--- src/rtl/fifo_stream_pkg.sv ---
// Shared types and helpers for the FIFO-to-stream adapter.
// Optional per-word parity is enabled with FIFO_STREAM_PARITY_EN.
package fifo_stream_pkg;

  localparam int unsigned SKID_DEPTH         = 2;
  localparam int unsigned DEFAULT_DATA_WIDTH = 8;
  localparam int unsigned PARITY_MAX_W       = 256;

  typedef struct packed {
    logic [DEFAULT_DATA_WIDTH-1:0] data;
`ifdef FIFO_STREAM_PARITY_EN
    logic                          parity;
`endif
  } buf_entry_t;

  // Zero-extension leaves the XOR unchanged, so one wide input serves every width.
  function automatic logic calc_parity(input logic [PARITY_MAX_W-1:0] word);
    return ^word;
  endfunction

endpackage

--- src/rtl/fifo_skid_buf.sv ---
// Two-entry skid buffer: head is the output register, skid catches the word
// that arrives while the head is stalled.
module fifo_skid_buf
  import fifo_stream_pkg::*;
#(
  parameter type entry_t = buf_entry_t
) (
  input  logic       clk,
  input  logic       rst_n,
  input  logic       push_i,
  input  logic       pop_i,
  input  entry_t     din_i,
  output entry_t     head_o,
  output logic [1:0] cnt_o
);

  localparam logic [1:0] FULL = 2'(SKID_DEPTH);

  entry_t     head_q, head_d;
  entry_t     skid_q, skid_d;
  logic [1:0] cnt_q, cnt_d;
  logic [1:0] cnt_after_pop;

  // NOTE: every variable gets a default at the top of always_comb so no path can infer a latch.
  always_comb begin
    cnt_after_pop = cnt_q - {1'b0, pop_i};
    cnt_d         = cnt_after_pop + {1'b0, push_i};
    head_d        = head_q;
    skid_d        = skid_q;
    if (pop_i && (cnt_q == FULL)) begin
      head_d = skid_q;
    end
    if (push_i) begin
      if (cnt_after_pop == 2'd0) begin
        head_d = din_i;
      end else begin
        skid_d = din_i;
      end
    end
  end

  // NOTE: the two entries are a handful of flops, so they are reset to 0 along with the count.
  always_ff @(posedge clk or negedge rst_n) begin
    if (!rst_n) begin
      head_q <= '0;
      skid_q <= '0;
      cnt_q  <= '0;
    end else begin
      // NOTE: non-blocking assignments keep every flop sampling pre-edge values.
      head_q <= head_d;
      skid_q <= skid_d;
      cnt_q  <= cnt_d;
    end
  end

  assign head_o = head_q;
  assign cnt_o  = cnt_q;

  a_cnt_bound: assert property (@(posedge clk) disable iff (!rst_n) cnt_q <= FULL);
  a_no_overflow: assert property (@(posedge clk) disable iff (!rst_n)
    !(push_i && (cnt_after_pop == FULL)));
  a_no_underflow: assert property (@(posedge clk) disable iff (!rst_n)
    !(pop_i && (cnt_q == 2'd0)));

endmodule

--- src/rtl/fifo_stream_adapter.sv ---
// Reads a synchronous FIFO and presents its words on a valid/ready stream with
// frame delimiting. Define FIFO_STREAM_PARITY_EN to add the out_parity output.
module fifo_stream_adapter
  import fifo_stream_pkg::*;
#(
  parameter  int unsigned DATA_WIDTH = DEFAULT_DATA_WIDTH,
  parameter  int unsigned FRAME_LEN  = 4,
  localparam int unsigned CNT_W      = $clog2(FRAME_LEN + 1)
) (
  input  logic                  clk,
  input  logic                  rst,
  input  logic                  fifo_empty,
  output logic                  fifo_rd_en,
  input  logic [DATA_WIDTH-1:0] fifo_data,
  output logic                  out_valid,
  input  logic                  out_ready,
  output logic [DATA_WIDTH-1:0] out_data,
  output logic                  out_last,
`ifdef FIFO_STREAM_PARITY_EN
  output logic                  out_parity,
`endif
  output logic [CNT_W-1:0]      frame_cnt
);

  localparam logic [CNT_W-1:0] LAST_IDX = CNT_W'(FRAME_LEN - 1);

  typedef struct packed {
    logic [DATA_WIDTH-1:0] data;
`ifdef FIFO_STREAM_PARITY_EN
    logic                  parity;
`endif
  } entry_t;

  entry_t           cap_entry;
  entry_t           head;
  logic [1:0]       buf_cnt;
  logic             pop;
  logic             inflight_q;
  logic [2:0]       occupancy;
  logic [CNT_W-1:0] frame_cnt_q, frame_cnt_d;

  assign out_valid = (buf_cnt != 2'd0);
  assign pop       = out_valid && out_ready;

  // Words held plus the one already requested, after this cycle's pop; never exceeds 2.
  assign occupancy  = {1'b0, buf_cnt} + {2'b00, inflight_q} - {2'b00, pop};
  assign fifo_rd_en = !fifo_empty && (occupancy < 3'd2);

  always_comb begin
    cap_entry      = '0;
    cap_entry.data = fifo_data;
`ifdef FIFO_STREAM_PARITY_EN
    cap_entry.parity = calc_parity(PARITY_MAX_W'(fifo_data));
`endif
  end

  fifo_skid_buf #(
    .entry_t (entry_t)
  ) u_buf (
    .clk    (clk),
    .rst_n  (rst),
    .push_i (inflight_q),
    .pop_i  (pop),
    .din_i  (cap_entry),
    .head_o (head),
    .cnt_o  (buf_cnt)
  );

  assign out_data  = head.data;
  assign out_last  = out_valid && (frame_cnt_q == LAST_IDX);
  assign frame_cnt = frame_cnt_q;
`ifdef FIFO_STREAM_PARITY_EN
  assign out_parity = head.parity;
`endif

  always_comb begin
    frame_cnt_d = frame_cnt_q;
    if (pop) begin
      frame_cnt_d = out_last ? '0 : frame_cnt_q + CNT_W'(1);
    end
  end

  // Clearing inflight on reset drops any word the FIFO returns afterwards.
  always_ff @(posedge clk or negedge rst) begin
    if (!rst) begin
      inflight_q  <= 1'b0;
      frame_cnt_q <= '0;
    end else begin
      inflight_q  <= fifo_rd_en;
      frame_cnt_q <= frame_cnt_d;
    end
  end

endmodule

--- config.mk ---
export PLATFORM = sky130hd
export DESIGN_NAME = fifo_stream_adapter
export DESIGN_NICKNAME = d
export VERILOG_FILES = /design/src/rtl/fifo_stream_pkg.sv /design/src/rtl/fifo_skid_buf.sv /design/src/rtl/fifo_stream_adapter.sv
export SDC_FILE = /design/constraint.sdc
export NUM_CORES = 1
export LEC_CHECK = 0
export ABC_CLOCK_PERIOD_IN_PS = 2200
export CAP_MARGIN = 20
export CELL_PAD_IN_SITES_DETAIL_PLACEMENT = 1
export CELL_PAD_IN_SITES_GLOBAL_PLACEMENT = 1
export CORE_ASPECT_RATIO = 1.5
export CORE_UTILIZATION = 32
export DETAILED_ROUTE_END_ITERATION = 6
export PLACE_DENSITY = 0.76
export SETUP_SLACK_MARGIN = 0.05
export SYNTH_ARGS = -nofsm -noshare
export SYNTH_HDL_FRONTEND = slang
export SYNTH_SLANG_ARGS = --single-unit
export TNS_END_PERCENT = 10
--- constraint.sdc ---
create_clock -name clk -period 2.2 [get_ports clk]
set_input_delay 0.44 -clock clk [delete_from_list [all_inputs] [get_ports clk]]
set_output_delay 0.44 -clock clk [all_outputs]
set_load 0.01 [all_outputs]
Word-level counts from Yosys, hierarchy flattened
Cells that the tools add are included.

Register bits: 22. Bits in latches: 0. Bits in writable memories: 0. Bits in read-only memories: 0. Input bits: 12. Output and inout port bits: 14. Word-level logic and storage cells: 26. Memories kept: 0.

Add/subtract/negate cells: 5. Multipliers: 0. Div/mod/pow operators: 0. $lt $le $gt $ge: 1. Equal/unequal tests: 2. Shift-type cells: 0. Multiplexer cells: 4. Bitwise gates (word level): 1. Reductions and logical operators: 8.

Operators by type and width (number): 8-bit 2-to-1 mux (3); 1-bit logical AND (4); 2-bit by 1-bit adder with 3-bit output (1); 3-bit by 1-bit adder with 3-bit output (second input constant) (1); 3-bit by 2-bit == test with 1-bit output (second input constant) (1); 3-bit by 2-bit < comparator with 1-bit output (second input constant) (1); 3-bit 2-to-1 mux (1); 3-bit by 1-bit subtractor with 3-bit output (1); 2-bit by 1-bit adder with 2-bit output (1); 2-bit == test (second input constant) (1); 2-bit zero test (1); 2-bit AND reduction (1); 2-bit nonzero test (1); 2-bit by 1-bit subtractor with 2-bit output (1); 1-bit zero test (1); 1-bit inverter (1).

Longest topological paths before layout
Depth in word-level cells: 6. Depth in mapped cells: 8. Gate-level depth less buffers: 8.

Modules after synthesis
Synthesis repeated with hierarchy kept, for this count alone.

Cell total of the unflattened synthesis: 74. Area total of the unflattened synthesis: 1066.0 sq um.

By module, submodules not included: fifo_skid_buf (instances 1, cells an instance 51, area an instance 818.3 sq um, sequential area each 450.4 sq um); fifo_stream_adapter (instances 1, cells an instance 23, area an instance 247.7 sq um, sequential area each 100.1 sq um).

Worst setup path after synthesis
No wires, ideal clock.

Path kind: register -> output. From: register u_buf.cnt_q[1], in the netlist u_buf.cnt_o[1]. To: output port fifo_rd_en. Data arrival time: 2.083 ns. Data required time: 1.760 ns. Slack: -0.323 ns. Stages on the path, launching flop included: 9. Path buffers: 0. Cells stage by stage: dfrtp_1 > o21a_1 > ha_1 > inv_2 > ha_1 > inv_1 > fa_1 > inv_1 > nor3_1.

Longest elaborated chain between the ends: 5. Elaborated cells on any way between the ends: 6. Classes of those cells: 2 x add/sub; 1 x order compare; 3 x reduce/logical.

RTL lines: start: declaration (RTL line fifo_skid_buf.sv:21) `logic [1:0] cnt_q, cnt_d;`; start signal: assignment (RTL line fifo_skid_buf.sv:52) `cnt_q <= cnt_d;`; 2-bit nonzero test (RTL line fifo_stream_adapter.sv:42) `assign out_valid = (buf_cnt != 2'd0);`; 1-bit logical AND (RTL line fifo_stream_adapter.sv:43) `assign pop = out_valid && out_ready;`; net pop (RTL line fifo_stream_adapter.sv:37) `logic pop;`; 3-bit by 1-bit subtractor with 3-bit output (RTL line fifo_stream_adapter.sv:46) `assign occupancy = {1'b0, buf_cnt} + {2'b00, inflight_q} - {2'b00, pop};`; 3-bit by 2-bit < comparator with 1-bit output (RTL line fifo_stream_adapter.sv:47) `assign fifo_rd_en = !fifo_empty && (occupancy < 3'd2);`; 1-bit logical AND (RTL line fifo_stream_adapter.sv:47); end: declaration (RTL line fifo_stream_adapter.sv:13) `output logic fifo_rd_en,`.

The timed path passes the listed nets, and every way through them passes these cells.

Final worst setup path
Ends and elaborated chain as after synthesis.

==> metrics.json <==
{
  "top_area_cells_in_the_synthesized_netlist": "dfrtp_1, mux2_2, nand2_1",
  "die-height_um": 70.6,
  "cts_max_path_buffers": 2,
  "clock_sink_count": 22,
  "worstHoldPathType": "flip-flop to flip-flop",
  "syn_avg_cell_area_sq_um": 10.9,
  "hold-path-cell-count": 1,
  "layout_setup_ws_ps": -454,
  "synth-warning-count": 0,
  "io_pins": 26,
  "drtAntennaViolNets": 0,
  "initial_antenna_violation_count": 0,
  "dpl.hpwl_mm": 1.81,
  "fmax_mhz": 377,
  "layout-area-overhead-vs-synth_pct": 55.5,
  "fin_setup_tns_ps": -454,
  "yosys-top-cells-count": "dfrtp_1, nand2_1, a31oi_1, mux2_2, nor2_1",
  "grt_pass1_wl_mm": 4.36,
  "maxCapViolations": 0,
  "post_drt_wl_per_cell_um": 14.5,
  "timing.critical_path.slowest_stage_cell": "fa_2",
  "startpoint_type": "flip-flop",
  "synth.largest_area_cell": "dfrtp_1",
  "r2r.worst_path.cells": 8,
  "setup_viol_count_final": 1,
  "worst-endpoint-required_ps": 1760,
  "holdBufCountCts": 0,
  "postSynthCellCount": 92,
  "gr-total-overflow": 0,
  "clk_pin_slew_worst_paths_ps": 90,
  "timing_max_transition_violations_final": 0,
  "postSynthRegisterBits": 22,
  "fp.dieW_um": 47.7,
  "fin_crit_ps": 2650,
  "min_period_over_period": 1.21,
  "cts_htree_levels": 1,
  "holdWs_ps": 512,
  "totalPowerFinal_mw": 2.34,
  "cts_inserted_buffers": 3,
  "post-route-drc-count": 0,
  "ys_types": 22,
  "grt.total_usage": 0.177,
  "postRouteWirelength_mm": 2.55,
  "arrival_ps": 2210,
  "portBuffers": 25,
  "root_buffer": "clkbuf_8",
  "power_leakage_nw": 0.726,
  "drt_first_iter_violations": 3,
  "cts_tree": "built",
  "nNetsFinal": 155,
  "antennaDiodeCount": 0,
  "grt_pass1_vias": 951,
  "failed_checks": "negative setup slack",
  "clk_latency_worst_skew_pair_ps": 260,
  "synth.cell_area_sq_um": 1000,
  "finalHoldViolations": 0,
  "synthDominantCellAreaShare": 0.549,
  "drt_first_pass_iters": 4,
  "relSlewSlack": 0.753,
  "fp.dieArea_sq_um": 3370,
  "vias_per_cell": 4.84,
  "post-synth-top-count-cell": "dfrtp_1",
  "async_reset_ff_frac": 1.00,
  "tightestPinTransition_ps": 369,
  "run_status": "complete, but fails checks",
  "worst-setup-path-type": "flip-flop to output port",
  "rsz_0062_raised_after_global_routing": "yes",
  "post_route_cells_drive_above_1_share": 0.299,
  "path_max_fanout": 2,
  "vdd_ir_max_mv": 1.02,
  "mappedNetlistNets": 109,
  "dominantRegCellSynth": "dfrtp_1",
  "synth_seq_area_share": 0.549,
  "critical_path.max_stage_delay_ps": 520,
  "start_util": 0.341,
  "worstSetupEndpointType": "output port",
  "num_rows": 24,
  "gp_routability_congestion": 0.724,
  "power_per_cell_area_nw_per_um2": 1500,
  "vias": 852,
  "crit_chain": "o21a_1, ha_4, inv_4, ha_4, inv_2, fa_2, inv_2, nor3_4, buf_2",
  "timing.clock.skew_ps": 3.29,
  "grt_start_max_net_pins": 23,
  "count_of_flip_flops_with_a_built_in_enable_after_synthesis": 0,
  "core_ar_sq_um": 2940
}
[sequential cells by signal, summed over array words and instances, names as in the netlist]
register	count
frame_cnt	3
inflight_q	1
u_buf.cnt_o	2
u_buf.head_o	8
u_buf.skid_q	8
[worst paths after layout]
kind,endpoint,slack [ps],startpoint
setup / recovery,fifo_rd_en,-450,u_buf.cnt_o[1]$_DFF_PN0_
setup reg to reg,u_buf.skid_q[1]$_DFFE_PN0P_,80,u_buf.cnt_o[1]$_DFF_PN0_
hold / removal,u_buf.skid_q[0]$_DFFE_PN0P_,510,u_buf.skid_q[0]$_DFFE_PN0P_
max in group asynchronous,u_buf.head_o[2]$_DFF_PN0_,1450,rst
hold reg to reg,u_buf.skid_q[0]$_DFFE_PN0P_,510,u_buf.skid_q[0]$_DFFE_PN0P_
min in group asynchronous,u_buf.head_o[0]$_DFF_PN0_,530,rst
[critical path, delay by kind of cell (launching register included)]
family	cells	cell delay [ps]
adder cells (fa/ha/maj)	3	860
flip-flops	1	410
buffers and inverters	4	290
AO/OA/AOI/OAI	1	230
AND/OR/NAND/NOR	1	160
[repair_timing]
item                                    in CTS  in global routing
buffers inserted                             6                  3
endpoints found under the setup margin       1                  2
pin swaps                                    4                  5
gates resized for setup                     11                  6
hold endpoints to repair                     0                  0
[per-stage QoR]
step	util	worst slack (ps)	instance area, sq um	cells
after floorplan	-	-134	1030	92
after global placement	0.473	-1010	1390	163
after detailed placement	0.473	-1120	1390	163
after CTS	0.516	-447	1520	173
after global routing	0.530	-541	1560	176
final	0.530	-454	1560	176
[layout by cell type (no fill, tap or decap), drive strengths merged]
master,synthesis,final
clkdlybuf4s50,0,23
dfrtp,22,22
buf,2,19
nand2,17,17
nor2,8,8
a31oi,8,8
mux2,8,8
inv,8,8
ha,4,4
clkbuf,0,3
o21ai,3,3
nand3,2,2
nand3b,2,2
and3b,1,1
nand2b,1,1
a21oi,1,1
o21a,1,1
xor2,1,1
nor3,1,1
a21boi,1,1
fa,1,1
bufinv,0,1
dlygate4sd2,0,1
[power by group]
part	internal [mW]	switching, mW
clock network	0.243	0.138
logic	0.726	0.529
registers	0.594	0.109
total	1.56	0.775
[cells by family after synthesis]
kind of cell | count (synthesis) | synth area share
muxes | 8 | 0.0898
and+or+nand+nor | 32 | 0.142
xor gates and xnor gates | 1 | 0.00873
buffers and inverters | 10 | 0.0449
AOI/OAI and AO/OA | 14 | 0.0960
adders and majority gates | 5 | 0.0698
DFF | 22 | 0.549
[cell type report]
class	instances	area, sq um
timing repair buffer	43	392
multi-input combinational	60	465
sequential	22	551
tap	39	48.8
clock buffer	3	41.3
clock inverter	1	30.0
inverter	8	32.5
fill	341	1380
[layer usage]
layer | part of all wire | global-route usage | up-vias
met2 | 0.57 | 0.324 | 22
li1 | - | - | 398
met3 | 0.034 | 0.0102 | 4
met5 | 0 | 0 | -
met1 | 0.38 | 0.199 | 428
met4 | 0.015 | 0.0648 | 0
Note: power is estimated with default switching activity, not from simulation.
